File: src/rtl/decode_stage.sv
// RV instruction decode stage: decodes fields and immediate at the input and buffers them in a DEPTH-entry FIFO.
// Optional illegal-opcode detection is enabled by defining DECODE_ILLEGAL_CHECK_EN.
module decode_stage #(
  parameter int XLEN  = 32,
  parameter int DEPTH = 4
) (
  input  logic            clk,
  input  logic            reset,
  input  logic            in_valid,
  output logic            in_ready,
  input  logic [31:0]     in_instr,
  input  logic [XLEN-1:0] in_pc,
  input  logic            flush,
  output logic            out_valid,
  input  logic            out_ready,
  output logic [XLEN-1:0] out_pc,
  output logic [6:0]      opcode,
  output logic [4:0]      rd,
  output logic [4:0]      rs1,
  output logic [4:0]      rs2,
  output logic [2:0]      funct3,
  output logic [6:0]      funct7,
  output logic [XLEN-1:0] imm,
  output logic [2:0]      fmt,
  output logic            illegal
);

  localparam int AW = (DEPTH > 1) ? $clog2(DEPTH) : 1;
  localparam int CW = AW + 1;
  localparam logic [CW-1:0] DEPTH_C = CW'(DEPTH);

  localparam logic [6:0] OPC_LOAD      = 7'b0000011;
  localparam logic [6:0] OPC_MISC_MEM  = 7'b0001111;
  localparam logic [6:0] OPC_OP_IMM    = 7'b0010011;
  localparam logic [6:0] OPC_AUIPC     = 7'b0010111;
  localparam logic [6:0] OPC_OP_IMM_32 = 7'b0011011;
  localparam logic [6:0] OPC_STORE     = 7'b0100011;
  localparam logic [6:0] OPC_OP        = 7'b0110011;
  localparam logic [6:0] OPC_LUI       = 7'b0110111;
  localparam logic [6:0] OPC_OP_32     = 7'b0111011;
  localparam logic [6:0] OPC_BRANCH    = 7'b1100011;
  localparam logic [6:0] OPC_JALR      = 7'b1100111;
  localparam logic [6:0] OPC_JAL       = 7'b1101111;
  localparam logic [6:0] OPC_SYSTEM    = 7'b1110011;

  localparam logic [2:0] FMT_R = 3'd0;
  localparam logic [2:0] FMT_I = 3'd1;
  localparam logic [2:0] FMT_S = 3'd2;
  localparam logic [2:0] FMT_B = 3'd3;
  localparam logic [2:0] FMT_U = 3'd4;
  localparam logic [2:0] FMT_J = 3'd5;

  typedef struct packed {
    logic [XLEN-1:0] pc;
    logic [XLEN-1:0] imm;
    logic [6:0]      opcode;
    logic [4:0]      rd;
    logic [4:0]      rs1;
    logic [4:0]      rs2;
    logic [2:0]      funct3;
    logic [6:0]      funct7;
    logic [2:0]      fmt;
`ifdef DECODE_ILLEGAL_CHECK_EN
    logic            illegal;
`endif
  } entry_t;

  entry_t          dec;
  entry_t          head;
  entry_t          mem [DEPTH];
  logic [AW-1:0]   wr_ptr;
  logic [AW-1:0]   rd_ptr;
  logic [CW-1:0]   count;
  logic            push;
  logic            pop;

  // Decode of the incoming instruction
  always_comb begin
    dec        = '0;
    dec.pc     = in_pc;
    dec.opcode = in_instr[6:0];
    dec.rd     = in_instr[11:7];
    dec.funct3 = in_instr[14:12];
    dec.rs1    = in_instr[19:15];
    dec.rs2    = in_instr[24:20];
    dec.funct7 = in_instr[31:25];
    case (in_instr[6:0])
      OPC_OP, OPC_OP_32: begin
        dec.fmt = FMT_R;
        dec.imm = '0;
      end
      OPC_LOAD, OPC_OP_IMM, OPC_OP_IMM_32, OPC_JALR, OPC_SYSTEM, OPC_MISC_MEM: begin
        dec.fmt = FMT_I;
        dec.imm = XLEN'($signed(in_instr[31:20]));
      end
      OPC_STORE: begin
        dec.fmt = FMT_S;
        dec.imm = XLEN'($signed({in_instr[31:25], in_instr[11:7]}));
      end
      OPC_BRANCH: begin
        dec.fmt = FMT_B;
        dec.imm = XLEN'($signed({in_instr[31], in_instr[7], in_instr[30:25],
                                 in_instr[11:8], 1'b0}));
      end
      OPC_LUI, OPC_AUIPC: begin
        dec.fmt = FMT_U;
        dec.imm = XLEN'($signed({in_instr[31:12], 12'b0}));
      end
      OPC_JAL: begin
        dec.fmt = FMT_J;
        dec.imm = XLEN'($signed({in_instr[31], in_instr[19:12], in_instr[20],
                                 in_instr[30:21], 1'b0}));
      end
      default: begin
        dec.fmt = FMT_R;
        dec.imm = '0;
      end
    endcase
`ifdef DECODE_ILLEGAL_CHECK_EN
    case (in_instr[6:0])
      OPC_LOAD, OPC_MISC_MEM, OPC_OP_IMM, OPC_AUIPC, OPC_STORE, OPC_OP,
      OPC_LUI, OPC_BRANCH, OPC_JALR, OPC_JAL, OPC_SYSTEM:
        dec.illegal = (in_instr[1:0] != 2'b11);
      OPC_OP_IMM_32, OPC_OP_32:
        dec.illegal = (XLEN != 64);
      default:
        dec.illegal = 1'b1;
    endcase
`endif
  end

  // Reset gates the handshakes combinationally so nothing is offered or accepted during it
  assign in_ready  = !reset && (count < DEPTH_C);
  assign out_valid = !reset && (count != '0);
  assign push      = in_valid && in_ready;
  assign pop       = out_valid && out_ready;

  always_ff @(posedge clk) begin
    if (reset || flush) begin
      count  <= '0;
      wr_ptr <= '0;
      rd_ptr <= '0;
    end else begin
      if (push) wr_ptr <= wr_ptr + AW'(1);
      if (pop)  rd_ptr <= rd_ptr + AW'(1);
      count <= count + CW'(push) - CW'(pop);
    end
  end

  // Storage needs no reset: every read is masked by out_valid
  always_ff @(posedge clk) begin
    if (push) mem[wr_ptr] <= dec;
  end

  always_comb begin
    head = '0;
    if (out_valid) head = mem[rd_ptr];
  end

  assign out_pc = head.pc;
  assign opcode = head.opcode;
  assign rd     = head.rd;
  assign rs1    = head.rs1;
  assign rs2    = head.rs2;
  assign funct3 = head.funct3;
  assign funct7 = head.funct7;
  assign imm    = head.imm;
  assign fmt    = head.fmt;
`ifdef DECODE_ILLEGAL_CHECK_EN
  assign illegal = head.illegal;
`else
  assign illegal = 1'b0;
`endif

endmodule

File: config.mk
export PLATFORM = sky130hd
export DESIGN_NAME = decode_stage
export DESIGN_NICKNAME = d
export VERILOG_FILES = /design/src/rtl/decode_stage.sv
export SDC_FILE = /design/constraint.sdc
export NUM_CORES = 1
export LEC_CHECK = 0
export BUFFER_PORTS_ARGS = -buffer_cell sky130_fd_sc_hd__buf_2
export CAP_MARGIN = 40
export CORE_MARGIN = 2
export CORE_UTILIZATION = 52
export CTS_BUF_LIST = sky130_fd_sc_hd__clkbuf_2
export DETAILED_ROUTE_END_ITERATION = 16
export MAX_ROUTING_LAYER = met4
export PLACE_DENSITY = 0.72
export SLEW_MARGIN = 20
export SYNTH_ARGS = -nofsm -noshare
export SYNTH_HDL_FRONTEND = slang
export SYNTH_SLANG_ARGS = --single-unit
export TNS_END_PERCENT = 100
File: constraint.sdc
create_clock -name clk -period 8.4 [get_ports clk]
set_clock_uncertainty 0.2 [all_clocks]
set_input_delay 1.26 -clock clk [delete_from_list [all_inputs] [get_ports clk]]
set_output_delay 1.26 -clock clk [all_outputs]
set_load 0.01 [all_outputs]
==> metrics.md <==
| Metric | Value |
|---|---|
| Tmin final | approximately 4.7 ns |
| R2R setup slack | roughly 5.4 ns |
| Post-synthesis sequential area ratio | 75.6% |
| Top post-synthesis cells by area | edfxtp_1 (74%), mux4_2 (14%), and2_1 (4.3%) |
| H-tree Lvls | 3 |
| Setup violators final | 0 |
| DRT Pass-1 Iters | 4 |
| Die width | about 180 um |
| Core Rows | between 60 and 70 |
| Drt wl/cell | about 21 um |
| Class of the worst hold path | in -> reg |
| Leading area contributor after synthesis | edfxtp_1 |
| # Post-CTS Setup Buffers | 0 |
| Worst Path Arrival | around 3.3 ns |
| Rel. slew slack | between 40% and 50% |
| Tightest Pin Transition | approximately 0.8 ns |
| Area Growth Syn to Fin | 14.1% |
| Most frequent cells in the layout | edfxtp_1 (396), buf_2 (169), clkbuf_2 (137) |
| RSZ-0062 raised after global routing | false |
| Async set-reset flop share out of synthesis | 0% |
| Period utilization | 56.4% |
| WP data required | approximately 7 ns |
| Total gr overflow | 0 |
| CTS tree | built |
| Status | finished clean |
| Cells after Synth | approximately 760 |
| Clk sinks | slightly above 400 |
| RePlAce Congestion | between 0.7 and 0.8 |
| Distinct cells, synth | 48 |
| Dpl cells | 1299 |
| Core Area | 30400 sq um |
| Final Hold Fails | 0 |
| Avg Inst Size Synth | 20.9 sq um |
| Total power draw | ~0.0036 W |
| Total Routing Usage GR | ~20% |
| Ratio of cells with drive above 1 in the final layout | approximately 41% |
| First-pass GRT wire length | roughly 47000 um |
| Share of the synthesized area in the top cell type | approximately 74% |
| Number of global-route vias before repair | 8444 |
| CTS root buf | clkbuf_2 |
| CTS Buffer Depth | 3 |
| Type of origin of the critical path | flop |
| Final wirelength | around 31000 um |
| P_leak | around 6.6 nW |
| Clock buffer count from CTS | 97 |
| Post-detail-place hpwl | 18300 um |
| Clock transition at path regs | around 0.10 ns |
| Dominant synthesized flop cell | edfxtp_1 |
| Worst setup EP type | primary output |
| Io pins | roughly 170 |
| Post-synth EDFFs | 396 |
| Number of hold buffers added after CTS | 0 |
| Finished Layout Cells | between 1000 and 1500 |
| Max cap viols | 0 |
| PortBufs | 169 |
| Initial Util | between 50% and 60% |
| Commonest non-fill, non-tap cell in the layout | edfxtp_1 |
| Die ar. | 32100 sq um |
| Power per cell area | about 200 nW/um^2 |
| Nets | ~1100 |
| Syn_nets | around 840 |
| Vias/cell | ~5.5 |
| Ys Warns | 0 |
| Remaining DRCs | 0 |
| Post-Syn Area | 16000 sq um |
| Seq cells post-synth | between 400 and 500 |
| Post-cts sizing count | 0 |
| Max Slew Vio Count | 0 |
| Drt initial violations | 513 |
| Setup CP Type | reg -> out |
| Worst-skew pair later-pin latency | between 0.8 and 0.9 ns |
| Maximum operating frequency | about 210 MHz |
| Worst VDD drop | about 0.12 mV |
| Initial antenna violation count | 8 |
| Antenna Nets Post-Route | 0 |
| Largest net degree at the start of global routing | 56 |
| Crit Path Max Fanout | 53 |
| Setup TNS | 0 ns |
| Vias | ~8100 |
| Die Y | about 180 um |
[through the flow]
stage / hold WS, ns / util, % / setup WS, ns / cell area, sq um
finish: 0.310 / 59.9 / 3.66 / 18200
detailed placement: 0.314 / 56.8 / 3.97 / 17300
global placement: 0.306 / 56.4 / 3.78 / 17200
CTS: 0.196 / 59.7 / 3.40 / 18200
floorplan: 0.290 / - / 3.77 / 16000
global route: 0.217 / 59.9 / 3.38 / 18200
[synthesized netlist by cell type (2+ instances only)]
cell / count
o21ai_0: 4
nor3_1: 2
a21oi_2: 2
dfxtp_1: 9
a21o_1: 20
a21oi_1: 5
nand2_1: 3
nor4_1: 2
buf_6: 2
ha_1: 6
buf_4: 3
nand3_1: 4
buf_8: 2
and2_1: 111
clkbuf_1: 20
a22o_1: 4
xnor2_1: 4
mux4_2: 99
buf_2: 15
nor2_1: 16
edfxtp_1: 396
inv_1: 8
[cells by family (layout without fill, tap and decap cells)]
family / count (synthesis) / count (layout) / synth area share (%)
and+or+nand+nor: 150 / 150 / 5.72
buffers and inverters: 50 / 364 / 1.60
adders and majority gates: 7 / 7 / 0.595
xor gates and xnor gates: 5 / 5 / 0.274
DFF: 405 / 405 / 75.6
other: 1 / 9 / 0.0235
AOI/OAI and AO/OA: 46 / 46 / 2.26
muxes: 99 / 99 / 14.0
[registers in the layout, indices dropped and copies added (netlist names), named ones only]
name    count
wr_ptr      2
rd_ptr      2
count       3
mem       396
[critical path: stages, from the launching register on]
cell	delay [ns]
dfxtp_4	0.83
buf_4	0.75
mux4_2	0.46
and2_1	0.18
buf_2	0.13
[worst paths after layout]
kind	startpoint	to	cells past startpoint
hold reg to reg	rd_ptr[1]	flop	2
setup / recovery	flop	out_pc[11]	4
setup reg to reg	count[2]	mem[0][5]	3
hold / removal	in_pc[10]	mem[1][77]	1
[final cells by class]
type	instances	area (sq um)
tap	396	495
fill	2355	12200
antenna	8	20.0
clock buffer	137	686
multi-input combinational	308	3660
inverter	8	30.0
timing repair buffer	183	1050
clock inverter	36	194
sequential	405	12100
[routing by layer]
metal | vias up | global-route usage, % | part of all wire [%]
met5 | - | - | 0
met4 | 0 | 6.75 | 1.6
met3 | 40 | 5.58 | 8.0
met2 | 297 | 32.1 | 49
met1 | 4104 | 25.9 | 42
li1 | 3633 | - | -
[power breakdown]
group          switching (W)  total, W  internal, W
clock network       0.000750   0.00123     0.000479
logic              0.0000863  0.000144    0.0000577
registers         0.00000701   0.00225      0.00224
total               0.000843   0.00362      0.00278
(Power assumes the default switching activity.)
